<file path="config.mk">
export PLATFORM = sky130hd
export DESIGN_NAME = rx_timer
export DESIGN_NICKNAME = d
export VERILOG_FILES = /design/src/rtl/rx_pkg.sv /design/src/rtl/flex_counter.sv /design/src/rtl/rx_timer.sv
export SDC_FILE = /design/constraint.sdc
export NUM_CORES = 1
export LEC_CHECK = 0
export CORE_MARGIN = 4
export CORE_UTILIZATION = 45
export CTS_BUF_LIST = sky130_fd_sc_hd__clkbuf_4 sky130_fd_sc_hd__clkbuf_8
export DETAILED_ROUTE_END_ITERATION = 12
export GPL_ROUTABILITY_DRIVEN = 0
export PLACE_DENSITY = 0.65
export SLEW_MARGIN = 0
export SYNTH_ARGS = -nofsm -noshare
export SYNTH_HDL_FRONTEND = slang
export SYNTH_SLANG_ARGS = --single-unit
</file>
<file path="constraint.sdc">
create_clock -name clk -period 1.5 [get_ports clk]
set_input_delay 0.225 -clock clk [delete_from_list [all_inputs] [get_ports clk]]
set_output_delay 0.225 -clock clk [all_outputs]
set_load 0.01 [all_outputs]
</file>
<file path="src/rtl/rx_pkg.sv">
// Shared definitions for the UART receive path (rx_timer and rcu).
package rx_pkg;

    typedef enum logic [1:0] {
        IDLE  = 2'd0,
        COUNT = 2'd1,
        DONE  = 2'd2
    } rx_timer_state_t;

    // Default serial frame: 10 clocks per bit, sampled mid-bit, 8 data bits + 1 stop bit.
    localparam int UART_CLKS_PER_BIT    = 10;
    localparam int UART_SAMPLE_POINT    = 5;
    localparam int UART_BITS_PER_PACKET = 9;

    function automatic int cnt_width(input int clks_per_bit);
        return $clog2(clks_per_bit + 1);
    endfunction

    function automatic int bit_width(input int bits_per_packet);
        return $clog2(bits_per_packet + 1);
    endfunction

endpackage

</file>
<file path="src/rtl/flex_counter.sv">
// Up-counter with synchronous clear that rolls over from rollover_val back to 1.
// rollover_flag is high while the count sits at rollover_val.
module flex_counter #(
    parameter int NUM_CNT_BITS = 4
) (
    input  logic                    clk,
    input  logic                    n_rst,
    input  logic                    clear,
    input  logic                    count_enable,
    input  logic [NUM_CNT_BITS-1:0] rollover_val,
    output logic [NUM_CNT_BITS-1:0] count_out,
    output logic                    rollover_flag
);

    logic [NUM_CNT_BITS-1:0] count_q;
    logic [NUM_CNT_BITS-1:0] count_d;

    // Next count: clear wins, otherwise advance and wrap to 1 after rollover_val.
    always_comb begin
        count_d = count_q;
        if (clear) begin
            count_d = '0;
        end else if (count_enable) begin
            if (count_q == rollover_val) begin
                count_d = NUM_CNT_BITS'(1);
            end else begin
                count_d = count_q + NUM_CNT_BITS'(1);
            end
        end
    end

    // Count register.
    always_ff @(posedge clk or negedge n_rst) begin
        if (!n_rst) begin
            count_q <= '0;
        end else begin
            count_q <= count_d;
        end
    end

    assign count_out     = count_q;
    assign rollover_flag = (count_q == rollover_val);

endmodule

</file>
<file path="src/rtl/rx_timer.sv">
// UART receive bit timer: counts clocks within a bit and bits within a packet,
// skips the start bit, strobes the shift register at the sample point of every
// following bit and pulses packet_done once the stop bit has been strobed.
//
// Optional feature macro: RX_TIMER_RUNTIME_CFG_EN adds cfg_clks_per_bit, captured
// at packet start (clamped to >= 2), with the sample point at half the period.
//
// state | meaning
// IDLE  | waiting for enable_timer; counters cleared
// COUNT | timing bits of a packet; strobes from bit 1 onward
// DONE  | stop bit strobed; counters frozen until enable_timer drops
module rx_timer
    import rx_pkg::*;
#(
    parameter int CLKS_PER_BIT    = UART_CLKS_PER_BIT,
    parameter int SAMPLE_POINT    = UART_SAMPLE_POINT,
    parameter int BITS_PER_PACKET = UART_BITS_PER_PACKET
) (
    input  logic                                 clk,
    input  logic                                 n_rst,
    input  logic                                 enable_timer,
`ifdef RX_TIMER_RUNTIME_CFG_EN
    input  logic [cnt_width(CLKS_PER_BIT)-1:0]   cfg_clks_per_bit,
`endif
    output logic                                 shift_strobe,
    output logic                                 packet_done
);

    localparam int CNT_W = cnt_width(CLKS_PER_BIT);
    localparam int BIT_W = bit_width(BITS_PER_PACKET);

    if (CLKS_PER_BIT < 2) begin : g_bad_clks
        $error("rx_timer: CLKS_PER_BIT must be >= 2");
    end
    if (SAMPLE_POINT < 1 || SAMPLE_POINT > CLKS_PER_BIT) begin : g_bad_sample
        $error("rx_timer: SAMPLE_POINT must be in 1..CLKS_PER_BIT");
    end
    if (BITS_PER_PACKET < 1) begin : g_bad_bits
        $error("rx_timer: BITS_PER_PACKET must be >= 1");
    end

    rx_timer_state_t state_q;
    rx_timer_state_t state_d;
    logic            packet_done_q;
    logic            packet_done_d;

    logic [CNT_W-1:0] clk_cnt;
    logic [BIT_W-1:0] bit_idx;
    logic             clk_roll;
    logic             bit_last;
    logic             cnt_clear;
    logic             cnt_en;
    logic             bit_en;
    logic [CNT_W-1:0] period;
    logic [CNT_W-1:0] sample_pt;
    logic             strobe;

`ifdef RX_TIMER_RUNTIME_CFG_EN
    logic [CNT_W-1:0] cfg_q;
    logic [CNT_W-1:0] cfg_d;

    // Bit period captured when a packet starts, held for the whole packet.
    always_comb begin
        cfg_d = cfg_q;
        if (state_q == IDLE && enable_timer) begin
            cfg_d = (cfg_clks_per_bit < CNT_W'(2)) ? CNT_W'(2) : cfg_clks_per_bit;
        end
    end

    // Captured period register.
    always_ff @(posedge clk or negedge n_rst) begin
        if (!n_rst) begin
            cfg_q <= CNT_W'(CLKS_PER_BIT);
        end else begin
            cfg_q <= cfg_d;
        end
    end

    assign period    = cfg_q;
    assign sample_pt = cfg_q >> 1;
`else
    assign period    = CNT_W'(CLKS_PER_BIT);
    assign sample_pt = CNT_W'(SAMPLE_POINT);
`endif

    // Counters restart from zero whenever enable drops and stand still in DONE.
    // The IDLE->COUNT edge advances the clock counter 0->1, giving clk_cnt=1, bit_idx=0.
    assign cnt_clear = !enable_timer;
    assign cnt_en    = enable_timer && (state_q != DONE);
    assign bit_en    = cnt_en && (state_q == COUNT) && clk_roll;

    flex_counter #(
        .NUM_CNT_BITS (CNT_W)
    ) u_clk_cnt (
        .clk           (clk),
        .n_rst         (n_rst),
        .clear         (cnt_clear),
        .count_enable  (cnt_en),
        .rollover_val  (period),
        .count_out     (clk_cnt),
        .rollover_flag (clk_roll)
    );

    flex_counter #(
        .NUM_CNT_BITS (BIT_W)
    ) u_bit_cnt (
        .clk           (clk),
        .n_rst         (n_rst),
        .clear         (cnt_clear),
        .count_enable  (bit_en),
        .rollover_val  (BIT_W'(BITS_PER_PACKET)),
        .count_out     (bit_idx),
        .rollover_flag (bit_last)
    );

    // Strobe decoded from registered values only; bit 0 is the start bit and is skipped.
    assign strobe = (state_q == COUNT) && (clk_cnt == sample_pt) && (bit_idx != '0);

    // Next-state logic; packet_done fires only on the COUNT->DONE transition.
    always_comb begin
        state_d       = state_q;
        packet_done_d = 1'b0;
        unique case (state_q)
            IDLE: begin
                if (enable_timer) begin
                    state_d = COUNT;
                end
            end
            COUNT: begin
                if (!enable_timer) begin
                    state_d = IDLE;
                end else if (strobe && bit_last) begin
                    state_d       = DONE;
                    packet_done_d = 1'b1;
                end
            end
            DONE: begin
                if (!enable_timer) begin
                    state_d = IDLE;
                end
            end
            default: begin
                state_d = IDLE;
            end
        endcase
    end

    // State and packet_done registers.
    always_ff @(posedge clk or negedge n_rst) begin
        if (!n_rst) begin
            state_q       <= IDLE;
            packet_done_q <= 1'b0;
        end else begin
            state_q       <= state_d;
            packet_done_q <= packet_done_d;
        end
    end

    assign shift_strobe = strobe;
    assign packet_done  = packet_done_q;

endmodule

</file>
==> flow_metrics.env, run 1 <==
export IMPL_outcome="finished clean"
export IMPL_dp_hpwl_um=853.9
export IMPL_wirelength_um=1133
export IMPL_viasPerCell=5.202
export IMPL_cts_htree_levels=1
export IMPL_synth_warning_count=0
export IMPL_drt_iter0_markers=11
export IMPL_critPathCaptureType="output port"
export IMPL_finalCritPeriodShare=0.9892
export IMPL_synth_area_leaders="dfrtp_1, ha_1, nand2_1"
export IMPL_yosys_mux_area_fraction=0
export IMPL_place_area_um2=726.9
export IMPL_syn_num_nets=69
export IMPL_p_int_uw=454.4
export IMPL_crit_slowest_cell="dfrtp_1"
export IMPL_cts_tree="built"
export IMPL_tightest_slew_ps=492.3
export IMPL_rows=13
export IMPL_async_reset_ff_frac=1.000
export IMPL_power_frac_clock=0.369
export IMPL_ctsRootBufferMaster="clkbuf_4"
export IMPL_fp_dieH_um=44.91
export IMPL_clkSlewWorstSetupHoldPaths_ps=70
export IMPL_dp_slack_ps=-114.2
export IMPL_slew_viol_final=0
export IMPL_synth_cell_type_count=26
export IMPL_clock_latency_ps=260
export IMPL_die_x_um=44.91
export IMPL_wl_per_cell_um=12.05
export IMPL_yosys_area_share_simple=0.2714
export IMPL_fin_area_um2=767.0
export IMPL_rsz0062_at_grt="true"
export IMPL_ir_worst_vdd_mv=0.5006
export IMPL_hold_viol=0
export IMPL_die_area_um2=2017
export IMPL_overflow=0
export IMPL_start_util=0.4771
export IMPL_ant_nets=0
export IMPL_grt_pass1_wl_um=1890
export IMPL_port_buffers=4
export IMPL_synthCells=63
export IMPL_crit_path_start_kind="register"
export IMPL_worstPathRequired_ps=1270
export IMPL_period_minus_slack_ps=1484
export IMPL_path_class="register to output port"
export IMPL_antenna_found_initial=0
export IMPL_drv_cap=0
export IMPL_timing_rr_end="u_bit_cnt.count_out[2]$_DFFE_PN0P_"
export IMPL_synth_xor_xnor_area_share=0.02857
export IMPL_cts_buffers=3
export IMPL_nNetsFinal=86
export IMPL_min_delay_path_class="input port to asynchronous set/reset pin"
export IMPL_drive_above_1_share=0.2405
export IMPL_antenna_cells=0
export IMPL_grt_pass1_vias=443
export IMPL_first_pass_iters=4
export IMPL_power_switching_uw=125.5
export IMPL_syn_area_um2=613.1
export IMPL_synth_adder_area_share=0.06122
export IMPL_p_leak_nw=0.3498
export IMPL_register_area_um2=275.3
export IMPL_crit_chain="and2b_1, nand4b_1, a21oi_1, buf_2"
export IMPL_synth_seq_cells=11
export IMPL_synth_compound_area_frac=0.1510
export IMPL_synth_area_leader_cell="dfrtp_1"
export IMPL_cts_sinks=11
export IMPL_clock_skew_ps=7.125
export IMPL_grt_usage=0.1346
export IMPL_yosys_area_top_type_share=0.4490
export IMPL_reg2reg_slack_ps=100
export IMPL_finalSetupViolCount=0
export IMPL_power_density_nw_per_um2=756.1
export IMPL_vias=489
export IMPL_reg2reg_from="u_clk_cnt.count_out[3]$_DFFE_PN0P_"
export IMPL_slew_headroom=0.6708
export IMPL_arrival_ps=1260
export IMPL_pwr_share_seq=0.530
export IMPL_synth_edff_count=0
export IMPL_p_sw_frac=0.2165
export IMPL_pin_count=5
export IMPL_grt_max_degree=13
export IMPL_clock_path_buffers=2
export IMPL_multi_input_area_um2=314.1
export IMPL_fillers=116
export IMPL_core_um2=1285
export IMPL_drc=0
export IMPL_synth_top_family_by_area="simple AND/OR/NAND/NOR gates"
export IMPL_comb_power_share=0.101
export IMPL_layout_setup_ws_ps=16.26
export IMPL_cpPeakStageDelay_ps=380
export IMPL_clock_fmax_ghz=0.6740
export IMPL_syn2layout_area_growth_pct=25.10
export IMPL_ys_seq_area_frac=0.4490
export IMPL_syn_avg_cell_area_um2=9.732
export IMPL_r2r_cells=7
export IMPL_crit_fanout=2
export IMPL_synth_main_ff_cell="dfrtp_1"
[kinds of logic after synthesis]
kind of cell	after synthesis
compound gates	13
flops	11
xor+xnor	2
simple gates	28
fa+ha+maj	3
buf+inv	6
[placed cells by master (no fill, tap or decap), drive strengths merged, types with 4 or more instances in the layout]
cell type / count
nand2: 6
a21oi: 4
dfrtp: 11
clkbuf: 4
buf: 12
[layer usage]
metal | share of wire | routed length (um) | track usage
met3 | 0.056 | 64 | 0.03586
met1 | 0.43 | 492 | 0.1633
met4 | 0.011 | 12 | 0.08772
met5 | 0 | 0 | 0
met2 | 0.50 | 563 | 0.2092
[sequential cells by signal (all words and copies together), names as in the netlist]
signal and cells:
u_bit_cnt.count_out 4, u_clk_cnt.count_out 4, state_q 2, packet_done 1
[power by group through the flow]
stage / clock network (mW) / registers [mW] / logic (mW)
4_1_cts: 0.222 / 0.307 / 0.0587
5_1_grt: 0.237 / 0.308 / 0.0657
3_3_place_gp: 0 / 0.313 / 0.0565
3_5_place_dp: 0 / 0.313 / 0.0565
6_report: 0.214 / 0.307 / 0.0586
2_1_floorplan: 0 / 0.315 / 0.0262
[through the flow]
step	util	std cells	hold WS (ps)	TNS, ps	power, mW
after floorplan	-	63	-70.59	0	0.3416
after global placement	0.5657	88	547.4	-141.3	0.3695
after detailed placement	0.5657	88	567.0	-238.9	0.3697
after CTS	0.5910	93	305.1	0	0.5880
after global routing	0.5969	94	326.9	-62.39	0.6109
final	0.5969	94	290.8	0	0.5799
[worst max path at each step]
stage	from	to	slack (ps)
2_1_floorplan	u_clk_cnt.count_out[1]$_DFFE_PN0P_	state_q[0]$_DFFE_PN0P_	270
6_report	u_clk_cnt.count_out[3]$_DFFE_PN0P_	shift_strobe	20
4_1_cts	u_clk_cnt.count_out[3]$_DFFE_PN0P_	shift_strobe	6
3_5_place_dp	u_clk_cnt.count_out[3]$_DFFE_PN0P_	shift_strobe	-110
3_3_place_gp	u_clk_cnt.count_out[3]$_DFFE_PN0P_	shift_strobe	-70
5_1_grt	u_clk_cnt.count_out[3]$_DFFE_PN0P_	shift_strobe	-60
[synth_stat cells, types with 2 or more instances]
cell / count
a21oi_1: 4
nand2b_1: 3
and2_1: 3
clkbuf_1: 2
nand3b_1: 3
nor2b_1: 2
nor2_1: 3
inv_1: 3
nand2_1: 6
ha_1: 3
a31o_2: 2
and2b_1: 2
o22ai_1: 2
xnor2_1: 2
nand3_1: 2
dfrtp_1: 11
[worst max-delay path: cells and delay by family, from the launching register on]
family,cells,cell delay (ps)
compound gates,1,140
simple gates,2,340
buf+inv,1,150
flops,1,380
[timing repair]
action                                  4_1_cts  5_1_grt
gates cloned                                  0        0
resized for setup                             4        0
setup buffers                                 1        1
hold endpoints to repair                      0        0
endpoints found under the setup margin        1        1
hold buffers                                  0        0
[layout make-up]
cell class	count	share of cell area
multi-input combinational	46	0.4095
inverter	3	0.01468
sequential	11	0.3589
timing repair buffer	15	0.1533
tap	15	0.02447
clock buffer	4	0.03915
No activity file was read; power rests on OpenSTA's default activity.
==> run 2: changes to the inputs <==
CELL_PAD_IN_SITES_DETAIL_PLACEMENT = 0   (was unset)
CELL_PAD_IN_SITES_GLOBAL_PLACEMENT = 1   (was unset)
PLACE_DENSITY = 0.8   (was 0.65)
==> flow_metrics.env, run 2 (synthesis results as in run 1) <==
export IMPL_drive_above_1_share=0.2436
export IMPL_drc=0
export IMPL_antenna_found_initial=0
export IMPL_antenna_cells=0
export IMPL_wl_per_cell_um=13.54
export IMPL_first_pass_iters=3
export IMPL_die_x_um=44.91
export IMPL_layout_setup_ws_ps=44.65
export IMPL_finalCritPeriodShare=0.9702
export IMPL_power_switching_uw=134.2
export IMPL_overflow=0
export IMPL_viasPerCell=5.258
export IMPL_ctsRootBufferMaster="clkbuf_4"
export IMPL_cts_htree_levels=1
export IMPL_tightest_slew_ps=513.4
export IMPL_ant_nets=0
export IMPL_nNetsFinal=85
export IMPL_core_um2=1285
export IMPL_grt_pass1_wl_um=2208
export IMPL_hold_buffers=0
export IMPL_drt_iter0_markers=4
export IMPL_path_class="register to output port"
export IMPL_grt_usage=0.1559
export IMPL_period_minus_slack_ps=1455
export IMPL_layout_common_cells="dfrtp_1, buf_4, nand2_1"
export IMPL_vias=489
export IMPL_p_int_uw=454.6
export IMPL_clock_path_buffers=2
export IMPL_layout_commonest_cell="dfrtp_1"
export IMPL_grt_max_degree=13
export IMPL_cts_buffers=3
export IMPL_worstPathRequired_ps=1270
export IMPL_slew_headroom=0.6567
export IMPL_power_density_nw_per_um2=772.7
export IMPL_syn2layout_area_growth_pct=24.29
export IMPL_drv_cap=0
export IMPL_clock_skew_ps=3.958
export IMPL_cts_tree="built"
export IMPL_pin_count=5
export IMPL_finalNonFillerCells=93
export IMPL_outcome="finished clean"
export IMPL_port_buffers=4
export IMPL_arrival_ps=1230
export IMPL_crit_fanout=2
export IMPL_start_util=0.4771
export IMPL_clock_latency_ps=270
export IMPL_reg2reg_from="u_bit_cnt.count_out[1]$_DFFE_PN0P_"
export IMPL_p_leak_nw=0.3437
export IMPL_comb_power_share=0.102
export IMPL_critPathCaptureType="output port"
export IMPL_fin_tns_setup_ps=0
export IMPL_fin_util=0.5930
export IMPL_finalSetupViolCount=0
export IMPL_rsz0062_at_grt="true"
export IMPL_crit_path_start_kind="register"
export IMPL_crit_start="u_clk_cnt.count_out[3]$_DFFE_PN0P_"
export IMPL_ir_worst_vdd_mv=0.4253
export IMPL_pwr_share_seq=0.522
export IMPL_p_sw_frac=0.2279
export IMPL_place_inst=89
export IMPL_power_frac_clock=0.376
export IMPL_die_area_um2=2017
export IMPL_wirelength_um=1259
export IMPL_clkSlewWorstSetupHoldPaths_ps=70
export IMPL_dp_hpwl_um=947
export IMPL_min_delay_path_class="input port to asynchronous set/reset pin"
export IMPL_grt_pass1_vias=523
export IMPL_clock_fmax_ghz=0.6871
export IMPL_dp_slack_ps=-93.04
export IMPL_hold_viol=0
export IMPL_reg2reg_slack_ps=140
export IMPL_fp_dieH_um=44.91
export IMPL_fillers=116
export IMPL_cts_sinks=11
export IMPL_rows=13
export IMPL_slew_viol_final=0
[run 2: cell count changes in the layout (fill, tap and decap cells not counted), sizes merged]
cell / change
buf: -1
[run 2: per-layer routing]
| layer | up-vias | GRT usage | wire, um |
|---|---|---|---|
| li1 | 251 | - | - |
| met1 | 231 | 0.1800 | 576 |
| met2 | 7 | 0.2722 | 620 |
| met3 | 0 | 0.05976 | 62 |
| met4 | 0 | 0.03509 | 0 |
| met5 | - | 0 | 0 |
[run 2: path summary, 6_finish.rpt]
path / depth (start not counted) / to
max: 4 / shift_strobe
min: 1 / u_clk_cnt.count_out[3]$_DFFE_PN0P_
max reg2reg: 5 / state_q[0]$_DFFE_PN0P_
min reg2reg: 2 / u_bit_cnt.count_out[0]$_DFFE_PN0P_
max in group asynchronous: 1 / u_bit_cnt.count_out[3]$_DFFE_PN0P_
min in group clk: 2 / u_bit_cnt.count_out[0]$_DFFE_PN0P_
[run 2: final cells by class]
class	count	area, um2	area share
clock buffers	4	30.03	0.03941
inverters	3	11.26	0.01478
well taps	15	18.77	0.02463
flip-flops and latches	11	275.3	0.3612
multi-input cells	46	316.6	0.4154
repair buffers	14	110.1	0.1445
[run 2: what timing repair did]
action,in CTS,in global routing
setup buffers,0,0
setup endpoints to repair,1,2
pin swaps,0,1
resized for setup,4,1
[run 2: critical path, cell delays in order, from the launching register on]
cell and delay [ps]:
dfrtp_1 370, and2b_1 200, nand4b_1 110, a21oi_1 130
buf_2 140
[run 2: stage by stage]
stage          hold WS, ps  area, um2  total power, mW
2_1_floorplan       -70.59      613.1           0.3416
3_3_place_gp         524.9      734.5           0.3712
3_5_place_dp         542.7      734.5           0.3729
4_1_cts              301.6      759.5           0.5953
5_1_grt              321.1      762.0           0.6114
6_report             293.7      762.0           0.5888
[run 2: power groups by stage]
stage / logic (mW) / registers [mW] / clock network (mW)
after detailed placement: 0.0599 / 0.313 / 0
after CTS: 0.0606 / 0.307 / 0.227
after global placement: 0.0584 / 0.313 / 0
after floorplan: 0.0262 / 0.315 / 0
final: 0.0602 / 0.307 / 0.221
after global routing: 0.0670 / 0.308 / 0.237
